<file path="src/rtl/seq_divider_n_if.sv">
// Start/done handshake bundle for seq_divider_n.
// SEQ_DIV_SIGNED_EN adds the signed_mode request bit.
interface seq_divider_n_if #(
  parameter int WIDTH = 16
);
  logic             start;
  logic [WIDTH-1:0] dividend;
  logic [WIDTH-1:0] divisor;
`ifdef SEQ_DIV_SIGNED_EN
  logic             signed_mode;
`endif
  logic             busy;
  logic             done;
  logic [WIDTH-1:0] quotient;
  logic [WIDTH-1:0] remainder;
  logic             div_by_zero;

  modport master (
    output start, dividend, divisor,
`ifdef SEQ_DIV_SIGNED_EN
    output signed_mode,
`endif
    input  busy, done, quotient, remainder, div_by_zero
  );

  modport slave (
    input  start, dividend, divisor,
`ifdef SEQ_DIV_SIGNED_EN
    input  signed_mode,
`endif
    output busy, done, quotient, remainder, div_by_zero
  );
endinterface

</file>
<file path="src/rtl/seq_divider_n.sv">
// Multi-cycle restoring divider, one quotient bit per cycle, MSB first.
// Optional two's-complement mode behind SEQ_DIV_SIGNED_EN.
module seq_divider_n #(
  parameter int WIDTH = 16
) (
  input  logic           clk,
  input  logic           reset_n,
  seq_divider_n_if.slave bus
);
  localparam int CW = $clog2(WIDTH + 1);

  typedef enum logic [1:0] {S_IDLE, S_CALC, S_DONE} state_t;

  state_t           r_state;
  state_t           w_state_next;
  logic [CW-1:0]    r_cnt;
  logic [WIDTH-1:0] r_dvd;
  logic [WIDTH-1:0] r_dsr;
  logic [WIDTH-1:0] r_rem;
  logic             r_dbz;
  logic             r_neg_q;
  logic             r_neg_r;
  logic [WIDTH-1:0] r_quo_o;
  logic [WIDTH-1:0] r_rem_o;
  logic             r_dbz_o;

  logic             w_sm;
  logic             w_dvd_neg;
  logic             w_dsr_neg;
  logic [WIDTH-1:0] w_dvd_mag;
  logic [WIDTH-1:0] w_dsr_mag;
  logic             w_accept;
  logic             w_last;
  logic             w_finish;
  logic [WIDTH:0]   w_trial;
  logic [WIDTH:0]   w_diff;
  logic             w_ge;
  logic [WIDTH-1:0] w_rem_step;

`ifdef SEQ_DIV_SIGNED_EN
  assign w_sm = bus.signed_mode;
`else
  assign w_sm = 1'b0;
`endif

  // The core always sees magnitudes; signs are reapplied when results are written.
  assign w_dvd_neg = w_sm & bus.dividend[WIDTH-1];
  assign w_dsr_neg = w_sm & bus.divisor[WIDTH-1];
  assign w_dvd_mag = w_dvd_neg ? (~bus.dividend + 1'b1) : bus.dividend;
  assign w_dsr_mag = w_dsr_neg ? (~bus.divisor + 1'b1) : bus.divisor;

  assign w_accept = (r_state != S_CALC) && bus.start;
  assign w_last   = (r_cnt == CW'(WIDTH));
  assign w_finish = (r_state == S_CALC) && (w_last || r_dbz);

  assign w_trial    = {r_rem, r_dvd[WIDTH-1]};
  assign w_ge       = (w_trial >= {1'b0, r_dsr});
  assign w_diff     = w_trial - {1'b0, r_dsr};
  assign w_rem_step = w_ge ? w_diff[WIDTH-1:0] : w_trial[WIDTH-1:0];

  always_ff @(posedge clk) begin
    if (!reset_n) r_state <= S_IDLE;
    else          r_state <= w_state_next;
  end

  // Divide-by-zero still spends one CALC cycle so DONE lands one edge after acceptance.
  always_comb begin
    w_state_next = r_state;
    case (r_state)
      S_IDLE:  if (bus.start) w_state_next = S_CALC;
      S_CALC:  if (w_last || r_dbz) w_state_next = S_DONE;
      S_DONE:  w_state_next = bus.start ? S_CALC : S_IDLE;
      default: w_state_next = S_IDLE;
    endcase
  end

  always_ff @(posedge clk) begin
    if (!reset_n) begin
      r_cnt   <= '0;
      r_dvd   <= '0;
      r_dsr   <= '0;
      r_rem   <= '0;
      r_dbz   <= 1'b0;
      r_neg_q <= 1'b0;
      r_neg_r <= 1'b0;
      r_quo_o <= '0;
      r_rem_o <= '0;
      r_dbz_o <= 1'b0;
    end else begin
      if (w_accept) begin
        r_cnt   <= '0;
        r_dvd   <= w_dvd_mag;
        r_dsr   <= w_dsr_mag;
        r_rem   <= '0;
        r_dbz   <= (bus.divisor == '0);
        r_neg_q <= w_dvd_neg ^ w_dsr_neg;
        r_neg_r <= w_dvd_neg;
      end else if ((r_state == S_CALC) && !w_last && !r_dbz) begin
        // r_dvd doubles as the quotient shift register.
        r_rem <= w_rem_step;
        r_dvd <= {r_dvd[WIDTH-2:0], w_ge};
        r_cnt <= r_cnt + CW'(1);
      end
      if (w_finish) begin
        if (r_dbz) begin
          r_quo_o <= '1;
          r_rem_o <= r_neg_r ? (~r_dvd + 1'b1) : r_dvd;
          r_dbz_o <= 1'b1;
        end else begin
          r_quo_o <= r_neg_q ? (~r_dvd + 1'b1) : r_dvd;
          r_rem_o <= r_neg_r ? (~r_rem + 1'b1) : r_rem;
          r_dbz_o <= 1'b0;
        end
      end
    end
  end

  assign bus.busy        = (r_state == S_CALC);
  assign bus.done        = (r_state == S_DONE);
  assign bus.quotient    = r_quo_o;
  assign bus.remainder   = r_rem_o;
  assign bus.div_by_zero = r_dbz_o;
endmodule
</file>
<file path="src/flat_wrapper.sv">
// flat-port wrapper written by rule: the top's interface ports become plain ports
module seq_divider_n_flat 
#(
  parameter int WIDTH = 16
)
  (clk, reset_n, bus_start, bus_dividend, bus_divisor, bus_busy, bus_done, bus_quotient, bus_remainder, bus_div_by_zero);
  seq_divider_n_if #(.WIDTH(WIDTH)) bus_i ();
  input  logic clk;
  input  logic reset_n;
  input wire logic [$bits(bus_i.start)-1:0] bus_start;
  input wire logic [$bits(bus_i.dividend)-1:0] bus_dividend;
  input wire logic [$bits(bus_i.divisor)-1:0] bus_divisor;
  output wire logic [$bits(bus_i.busy)-1:0] bus_busy;
  output wire logic [$bits(bus_i.done)-1:0] bus_done;
  output wire logic [$bits(bus_i.quotient)-1:0] bus_quotient;
  output wire logic [$bits(bus_i.remainder)-1:0] bus_remainder;
  output wire logic [$bits(bus_i.div_by_zero)-1:0] bus_div_by_zero;
  assign bus_i.start = bus_start;
  assign bus_i.dividend = bus_dividend;
  assign bus_i.divisor = bus_divisor;
  assign bus_busy = bus_i.busy;
  assign bus_done = bus_i.done;
  assign bus_quotient = bus_i.quotient;
  assign bus_remainder = bus_i.remainder;
  assign bus_div_by_zero = bus_i.div_by_zero;
  seq_divider_n #(.WIDTH(WIDTH)) u_core (.clk(clk), .reset_n(reset_n), .bus(bus_i));
endmodule
</file>
<file path="config.mk">
export PLATFORM = sky130hd
export DESIGN_NAME = seq_divider_n_flat
export DESIGN_NICKNAME = d
export VERILOG_FILES = /design/src/rtl/seq_divider_n_if.sv /design/src/rtl/seq_divider_n.sv /design/src/flat_wrapper.sv
export SDC_FILE = /design/constraint.sdc
export NUM_CORES = 1
export LEC_CHECK = 0
export BUFFER_PORTS_ARGS = -buffer_cell sky130_fd_sc_hd__buf_2
export CAP_MARGIN = 10
export CORE_MARGIN = 2
export CORE_UTILIZATION = 49
export DETAILED_ROUTE_END_ITERATION = 8
export HOLD_SLACK_MARGIN = 0.05
export PLACE_DENSITY = 0.7
export SLEW_MARGIN = 20
export SYNTH_ARGS = -nofsm -noshare
export SYNTH_HDL_FRONTEND = slang
export SYNTH_SLANG_ARGS = --single-unit
</file>
<file path="constraint.sdc">
create_clock -name clk -period 3.4 [get_ports clk]
set_input_delay 0.51 -clock clk [delete_from_list [all_inputs] [get_ports clk]]
set_output_delay 0.51 -clock clk [all_outputs]
set_load 0.1 [all_outputs]
</file>
==> run metrics, run 1 <==
status completed; PwrDens 481.6 nW/um^2; I/O pin count 70; Yosys reg bits 89; worst path bufs/invs 2; worst skew pair latency 360 ps; Area contributors post-synth dfxtp_1, nand2_1, o211a_1; Compound-Gate Fraction of Synth Area 25.12%; CP Data Arrival Time 3040 ps; vias in the first global route 3669; Slew headroom 35.16%; final setup fails 0; maximum buffer depth of the clock tree 2; DR iter-0 viols 219; clock sink count 89; critical path class flop to flop; Crit. path cell count 11; starting density of the core 50.26%; commonest non-fill, non-tap cell in the layout nand2_1; hold buffers post-CTS 0; DP HPWL 8233 um; DP Area 4989 um^2; Setup crit end kind flop; CP max-delay cell fa_1; syn_nets 586; Hold Fails Final Rpt 0; Synth Instances 532; full die area 10230 um^2; DRC 0; chip width 101.1 um; Netlist cell types 57; row cnt 35; ys flop type dfxtp_1; Async SR Flop Fraction 0%; required time worst endpoint 3650 ps; hold path depth 3; average size of a mapped cell 8.688 um^2; kind of cell adding the most delay to the critical path compound AO/OA/AOI/OAI gates; Routed Antenna Nets 0; R2R cell count 11; CTS H-tree depth 3; Slew @ Worst Pin 969.1 ps; VDD IR max 0.3151 mV; Tmin final 2788 ps; Port Buffer Count 69; initial antenna violation count 0; Clock Tree Root clkbuf_8; GRT Total Usage 23.02%; Synth Cell Area 4622 um^2; launching point of the worst reg2reg path u_core.r_dvd[15]$_SDFFE_PN0P_; post-synthesis adder-cell area fraction 5.306%; Synth Area in Simple Gates 16.00%; GRT overflow 0; final instance area 5186 um^2; Clock Skew 11.30 ps; die height 101.1 um; largest net degree at the start of global routing 66; first-pass GRT wire length 18450 um; critical path startpoint u_core.r_dvd[15]$_SDFFE_PN0P_; gpl congestion 0.9402; max cap viols 0; biggest area consumer among synthesized cells dfxtp_1; DR pass1 iterations 5; Setup TNS 0 ps; TritonCTS clock tree done; fin. max-slew vios 0; min-delay src bus_divisor[7]; Synth Area in XOR/XNOR 3.411%; EDFF count, synth 0; slowest stage delay, CP 410 ps; CTS Buf Count 9; Tcrit/Tclk final 82.00%; drt wl/cell 16.34 um; crit-path max FO 5; cells along the critical path inv_1, ha_1, inv_1, fa_1, a21o_1, a221oi_2, o21ai_1, a221o_1, a21oi_1, xor2_1, a21oi_1; Post-CTS Setup Bufs 0; Hold WC Path Type input pin to flop; FMAX 358.7 MHz; core area 9196 um^2; RSZ-0062 raised after global routing false; YS warnings 0; post-synthesis sequential area ratio 38.55%; Syn-to-layout area delta 12.21%; WL final 11370 um; Startpoint Class flop; leakage power 2.487 nW; total number of vias 3926; top cell type's share of synthesized area 38.55%; antenna cells 0; clock slew at reported path FFs 90 ps; mux contribution to synthesized area 6.064%; Vias/cell 5.641; largest family of logic cells by synthesized area compound AO/OA/AOI/OAI gates; share of cells above drive strength 1 17.95%; commonest non-fill, non-tap cells in the layout nand2_1, dfxtp_1, buf_2; fin nets 634; PostCTS Resize Cnt 0
[synth_stat cells (3+ instances only)]
library cell / instances
mux2i_1: 28
o21ai_0: 20
nand2b_1: 3
o22ai_1: 3
a211oi_1: 3
a22oi_1: 15
nand4_1: 8
a21boi_0: 34
o211a_1: 32
nor2_1: 29
and2_1: 4
nor3_1: 4
inv_1: 21
a21oi_1: 23
xnor2_1: 8
buf_6: 3
xor2_1: 10
clkbuf_1: 26
ha_1: 18
nand3_1: 4
a21o_1: 4
buf_1: 5
dfxtp_1: 89
nand2_1: 95
[report_power, final]
part / switching [mW] / internal (mW)
clock network: 0.369 / 0.360
registers: 0.0448 / 1.08
logic: 0.375 / 0.265
[kinds of logic (layout without fill, tap and decap cells)]
| family | after synthesis | after routing |
|---|---|---|
| adder cells (fa/ha/maj) | 19 | 19 |
| flip-flops | 89 | 89 |
| AND/OR/NAND/NOR | 165 | 165 |
| buffers and inverters | 60 | 113 |
| XOR/XNOR | 18 | 18 |
| AO/OA/AOI/OAI | 153 | 153 |
| multiplexers | 28 | 28 |
[layer usage]
layer  global-route usage, %  vias to the layer above  part of all wire [%]
li1                        -                     1969                     -
met1                   32.33                     1827                    48
met2                   35.05                      114                    45
met3                   5.062                       16                   4.9
met4                   7.796                        0                   2.2
met5                       0                        -                     0
[worst reg2reg max path: stages (launching register included)]
cell      delay [ps]
dfxtp_1          350
inv_1             70
ha_1             150
inv_1             50
fa_1             410
a21o_1           220
a221oi_2         390
o21ai_1          190
a221o_1          410
a21oi_1          190
xor2_1           180
a21oi_1           90
[final timing paths]
path,endpoint,slack (ps)
max,u_core.r_rem[14]$_SDFFE_PP0P_,610
min,u_core.r_dsr[7]$_SDFFE_PN0P_,400
max reg2reg,u_core.r_rem[14]$_SDFFE_PP0P_,610
min reg2reg,u_core.r_dsr[5]$_SDFFE_PN0P_,470
[flip-flops by register name, summed over array words and instances (netlist names)]
register / flops
u_core.r_state: 2
u_core.r_dbz: 1
u_core.bus.div_by_zero: 1
u_core.bus.remainder: 16
u_core.r_dsr: 16
u_core.r_dvd: 16
u_core.bus.quotient: 16
u_core.r_cnt: 5
u_core.r_rem: 16
[metrics by stage]
stage	setup WS, ps	power (mW)	instances	util (%)	hold WS [ps]
finish	612.0	2.498	696	56.39	398.3
global route	457.6	2.629	696	56.39	391.2
CTS	632.5	2.509	696	56.39	386.4
detailed placement	637.9	1.783	680	54.24	458.8
global placement	681.4	1.770	680	54.24	454.9
floorplan	987.6	1.650	532	-	443.5
[area by class of cell]
| type | instances | area [um^2] |
|---|---|---|
| Clock inverter | 4 | 52.55 |
| Sequential cell | 89 | 1782 |
| Inverter | 21 | 78.83 |
| Fill cell | 887 | 4010 |
| Multi-Input combinational cell | 383 | 2591 |
| Timing Repair Buffer | 76 | 397.9 |
| Tap cell | 111 | 138.9 |
| Clock buffer | 12 | 145.1 |
No activity file was read; power rests on OpenSTA's default activity.
==> inputs of run 2 (changes only) <==
PLACE_DENSITY = 0.73   (was 0.7)
clock period = 2.4 ns   (was 3.4 ns; I/O delays follow)
==> run 2 against run 1 <==
Final cell count grew 4.6%. Global-route usage up 0.58 points. Combinational power increased by 83%. Routed wire length rose by 5.1%. Largest cell class unchanged. Worst hold slack got worse by 160 ps. Utilization rose by 4.5 points. Register-to-register slack lost 580 ps. Critical path depth unchanged. Via count up 4.6%. Sequential power rose by 42%.
==> run metrics, run 2 (same netlist as run 1, synthesis figures left out) <==
hold path depth 3 (unchanged); post-place setup slack -35.59 ps (-673.5 ps); GRT overflow 0 (unchanged); net load switching power 1.287 mW (+63%); RSZ-0062 raised after global routing true; total number of vias 4107 (+4.6%); Port Buffer Count 69 (unchanged); DR pass1 iterations 5 (unchanged); clock slew at reported path FFs 110 ps (+20 ps); DRC 0 (unchanged); clock network power share 27.1% (-2.1 points); Clock Skew 17.45 ps (+6.148 ps); critical path startpoint u_core.r_dvd[15]$_SDFFE_PN0P_; Hold Fails Final Rpt 0 (unchanged); Hold EP u_core.r_dsr[10]$_SDFFE_PN0P_; Slew @ Worst Pin 658.1 ps (-311.0 ps); R2R cell count 11 (unchanged); vias in the first global route 3871 (+5.5%); row cnt 35 (unchanged); chip width 101.1 um (unchanged); PwrDens 677.2 nW/um^2 (+41%); commonest non-fill, non-tap cell in the layout nand2_1; CP Data Arrival Time 2640 ps (-400 ps); full die area 10230 um^2 (unchanged); leakage power 2.673 nW (+7.5%); placed insts 706 (+3.8%); core area 9196 um^2 (unchanged); TritonCTS clock tree done; die height 101.1 um (unchanged); CTS H-tree depth 3 (unchanged); Int Power 2.507 mW (+47%); max cap viols 0 (unchanged); final setup fails 0 (unchanged); final worst-path setup slack 30.00 ps (-582.0 ps); Routed Antenna Nets 0 (unchanged); maximum buffer depth of the clock tree 2 (unchanged); Hold WC Path Type input pin to flop; fin. max-slew vios 0 (unchanged); Startpoint Class flop; required time worst endpoint 2670 ps (-980 ps); commonest non-fill, non-tap cells in the layout nand2_1, dfxtp_1, buf_2; crit-path max FO 2 (-3); CTS Buf Count 9 (unchanged); Setup TNS 0 ps (unchanged); antenna cells 0 (unchanged); r2r setup slk 30 ps (-580 ps); Logic pwr share 30.8% (+5.2 points); launching point of the worst reg2reg path u_core.r_dvd[15]$_SDFFE_PN0P_; sequential share of power 42.1% (-3.1 points); Clock Tree Root clkbuf_8; Syn-to-layout area delta 21.20%; status completed; Switching Fraction 33.92% (+2.3 points); Setup crit end kind flop; starting density of the core 50.26% (unchanged); hold buffers post-CTS 0 (unchanged); gpl congestion 0.9376 (-0.28%); critical path class flop to flop; Slew headroom 56.02% (+21 points); drt wl/cell 16.41 um (+0.45%); GRT Total Usage 23.60% (+0.58 points); Final Core Density 60.91% (+4.5 points); share of cells above drive strength 1 26.90% (+9.0 points); Final Non-Filler Cells 728 (+4.6%); clock sink count 89 (unchanged); DR iter-0 viols 252 (+15%); min-delay src bus_divisor[10]; fin nets 666 (+5.0%); DP HPWL 8582 um (+4.2%); Tmin final 2370 ps (-418.0 ps); I/O pin count 70 (unchanged); Tcrit/Tclk final 98.75% (+17 points); VDD IR max 0.4411 mV (+40%); initial antenna violation count 0 (unchanged); Vias/cell 5.641 (about the same); FILL cells 822 (-7.3%); worst skew pair latency 370 ps (about the same); R2R Path End u_core.r_rem[14]$_SDFFE_PP0P_; WL final 11950 um (+5.1%); FMAX 421.9 MHz (+18%); first-pass GRT wire length 19080 um (+3.4%); largest net degree at the start of global routing 56 (-15%)
## run 2: per-stage QoR
step | total power [mW] | hold WS (ps) | cell area, um^2
floorplan | 2.337 | 443.5 | 4622
global placement | 2.624 | 453.7 | 5196
detailed placement | 2.637 | 457.6 | 5196
CTS | 3.686 | 217.8 | 5431
global route | 3.992 | 219.7 | 5602
finish | 3.794 | 234.5 | 5602
## run 2: per-layer routing
| layer | global-route usage (%) | part of all wire [%] |
|---|---|---|
| met4 | 6.861 | 1.2 |
| met3 | 4.369 | 4.7 |
| met5 | 0 | 0 |
| met1 | 33.22 | 47 |
| met2 | 36.98 | 47 |
## run 2: worst max path at each step
stage,endpoint,slack (ps)
global placement,u_core.r_rem[14]$_SDFFE_PP0P_,30
detailed placement,u_core.r_rem[14]$_SDFFE_PP0P_,-40
CTS,u_core.r_rem[2]$_SDFFE_PP0P_,5
floorplan,u_core.r_rem[14]$_SDFFE_PP0P_,9
finish,u_core.r_rem[14]$_SDFFE_PP0P_,30
global route,u_core.r_rem[14]$_SDFFE_PP0P_,-90
## run 2: worst max-delay path, stage by stage, from the launching register on
cell	delay (ps)
dfxtp_2	340
inv_2	60
ha_4	120
inv_2	30
fa_2	350
a21o_1	190
a221oi_2	310
o21ai_1	130
a221o_1	370
a21oi_2	150
xor2_1	160
a21oi_1	80
## run 2: layout make-up
cell class	count	area [um^2]	area share, %
multi-input combinational	383	2720	48.56
sequential	89	1793	32.01
timing repair buffer	108	671.9	11.99
tap	111	138.9	2.479
clock buffer	9	123.9	2.211
inverter	21	78.83	1.407
clock inverter	7	75.07	1.340
## run 2: power by group through the flow
stage	sequential [mW]	combinational, mW	clock, mW
final	1.60	1.17	1.03
after global routing	1.61	1.26	1.12
after CTS	1.59	1.04	1.06
after detailed placement	1.62	1.01	0
after global placement	1.62	1.00	0
after floorplan	1.61	0.731	0
## run 2: repair_timing
item / in CTS / in global routing
pin swaps: 3 / 13
setup buffers: 1 / 5
gates cloned: 0 / 1
setup endpoints to repair: 2 / 27
gates resized for setup: 3 / 29
==> inputs of run 3 (changes only) <==
--- a/config.mk
+++ b/config.mk
@@ -8,3 +8,3 @@
 export BUFFER_PORTS_ARGS = -buffer_cell sky130_fd_sc_hd__buf_2
-export CAP_MARGIN = 10
+export CAP_MARGIN = 20
 export CORE_MARGIN = 2
==> constraint.sdc (replaced) <==
create_clock -name clk -period 2.4 [get_ports clk]
set_input_delay 0.12 -clock clk [delete_from_list [all_inputs] [get_ports clk]]
set_output_delay 0.12 -clock clk [all_outputs]
set_load 0.1 [all_outputs]
==> run 3 against run 2 <==
Final cell count is 5.1% higher. Sequential cell count stayed put. Final area is 6.6% higher. Global-route usage is 1.4 points higher. Worst setup slack better by 45 ps. Non-clock buffer count is 36 higher. Sequential power hardly changed. Fmax is 2.0% higher. Total power is 7.4% higher. Utilization is 4.0 points higher. Largest cell class unchanged. Largest power group unchanged. Highest routed layer unchanged.
==> run metrics, run 3 (same netlist as run 1, synthesis figures left out) <==
vias in the first global route 4168 (+7.7%); row cnt 35 (unchanged); commonest non-fill, non-tap cell in the layout nand2_1; share of cells above drive strength 1 28.29% (+1.4 points); final hold slack 65.54 ps (-169.0 ps); DP HPWL 9017 um (+5.1%); max cap viols 0 (unchanged); clock network power share 29.9% (+2.8 points); Logic pwr share 30.9% (about the same); fin nets 703 (+5.6%); R2R Path End u_core.r_rem[12]$_SDFFE_PP0P_; Setup crit end kind flop; GRT overflow 0 (unchanged); Hold EP u_core.r_dvd[4]$_SDFFE_PN0P_; DR pass1 iterations 6 (+1); CTS H-tree depth 3 (unchanged); FILL cells 762 (-7.3%); RSZ-0062 raised after global routing true; TritonCTS clock tree done; Final Core Density 64.95% (+4.0 points); core area 9196 um^2 (unchanged); DRC 0 (unchanged); critical path startpoint u_core.r_dvd[15]$_SDFFE_PN0P_; I/O pin count 70 (unchanged); R2R cell count 12 (+1); sequential share of power 39.2% (-2.9 points); Switching Fraction 31.58% (-2.3 points); Startpoint Class flop; final setup fails 0 (unchanged); Tmin final 2325 ps (-45.48 ps); Slew headroom 52.80% (-3.2 points); hold path depth 3 (unchanged); die height 101.1 um (unchanged); WL final 12700 um (+6.3%); Vias/cell 5.635 (-0.11%); Int Power 2.789 mW (+11%); worst skew pair latency 370 ps (about the same); starting density of the core 50.26% (unchanged); PwrDens 682.3 nW/um^2 (+0.75%); r2r setup slk 80 ps (+50 ps); Port Buffer Count 69 (unchanged); gpl congestion 1.008 (+7.5%); DP Area 5351 um^2 (+3.0%); FMAX 430.2 MHz (+2.0%); commonest non-fill, non-tap cells in the layout nand2_1, dfxtp_1, buf_2; net load switching power 1.287 mW (about the same); fin. max-slew vios 0 (unchanged); crit-path max FO 2 (unchanged); Tcrit/Tclk final 96.85% (-1.9 points); status completed; antenna cells 0 (unchanged); DR iter-0 viols 201 (-20%); initial antenna violation count 0 (unchanged); total number of vias 4311 (+5.0%); Slew @ Worst Pin 706.4 ps (+48.27 ps); Setup TNS 0 ps (unchanged); chip width 101.1 um (unchanged); Hold Fails Final Rpt 0 (unchanged); Clock Tree Root clkbuf_8; clock sink count 89 (unchanged); CP Data Arrival Time 2620 ps (-20 ps); Routed Antenna Nets 0 (unchanged); launching point of the worst reg2reg path u_core.r_dvd[15]$_SDFFE_PN0P_; Syn-to-layout area delta 29.24%; required time worst endpoint 2690 ps (+20 ps); post-place setup slack -30.67 ps (+4.920 ps); GRT Total Usage 25.01% (+1.4 points); VDD IR max 0.4487 mV (+1.7%); first-pass GRT wire length 20180 um (+5.8%); final worst-path setup slack 75.48 ps (+45.48 ps); largest net degree at the start of global routing 50 (-11%); Hold WC Path Type input pin to flop; Clock Skew 11.61 ps (-5.841 ps); full die area 10230 um^2 (unchanged); leakage power 2.858 nW (+6.9%); maximum buffer depth of the clock tree 2 (unchanged); CTS Buf Count 9 (unchanged); drt wl/cell 16.60 um (+1.1%); critical path class flop to flop; clock slew at reported path FFs 90 ps (-20 ps); min-delay src bus_dividend[4]; final instance area 5973 um^2 (+6.6%)
[run 3: how the worst max path moves through the flow]
stage | endpoint | depth (start not counted)
after floorplan | u_core.r_rem[14]$_SDFFE_PP0P_ | 11
after global placement | u_core.r_rem[14]$_SDFFE_PP0P_ | 11
after detailed placement | u_core.r_rem[14]$_SDFFE_PP0P_ | 11
after CTS | u_core.r_rem[0]$_SDFFE_PP0P_ | 11
after global routing | u_core.r_rem[13]$_SDFFE_PP0P_ | 10
final | u_core.r_rem[12]$_SDFFE_PP0P_ | 12
[run 3: layer usage]
metal  track usage (%)  vias up  routed length (um)  part of all wire, %
met2             39.53      129                6098                   48
met5                 0        -                   0                    0
li1                  -     2101                   -                    -
met4             10.71        0                 362                  2.9
met1             34.13     2051                5695                   45
met3             3.606       30                 539                  4.2
[run 3: final cells by class]
cell class	instances	area [um^2]	share of cell area (%)
Inverter	21	78.83	1.320
Clock inverter	6	97.59	1.634
Timing Repair Buffer	144	972.2	16.28
Clock buffer	10	137.6	2.304
Sequential cell	89	1789	29.95
Tap cell	111	138.9	2.325
Multi-Input combinational cell	384	2759	46.19
[run 3: worst max-delay path: stages (launching register included)]
cell and delay [ps]:
dfxtp_2 330, inv_2 60, ha_4 120, inv_2 30, fa_2 330, a21o_1 190, a221oi_2 310, buf_4 190
o211ai_1 90, o211ai_1 110, xnor2_1 200, mux2i_1 120, a21oi_1 160
[run 3: what timing repair did]
action                                  4_1_cts  5_1_grt
endpoints found under the setup margin        2       15
hold endpoints to repair                     19        0
gates cloned                                  0        1
buffers inserted                              0        4
pin swaps                                     4        8
gates resized for setup                       3       32
hold buffers                                 19        0
[run 3: power by group through the flow]
| stage | combinational (mW) | clock (mW) | sequential [mW] |
|---|---|---|---|
| floorplan | 0.731 | 0 | 1.61 |
| detailed placement | 1.12 | 0 | 1.62 |
| global placement | 1.11 | 0 | 1.62 |
| global route | 1.36 | 1.29 | 1.60 |
| finish | 1.26 | 1.22 | 1.60 |
| CTS | 1.16 | 1.24 | 1.59 |
[run 3: stage by stage]
step | cells | total power, mW
after floorplan | 532 | 2.337
after global placement | 725 | 2.726
after detailed placement | 725 | 2.742
after CTS | 760 | 3.991
after global routing | 765 | 4.251
final | 765 | 4.076
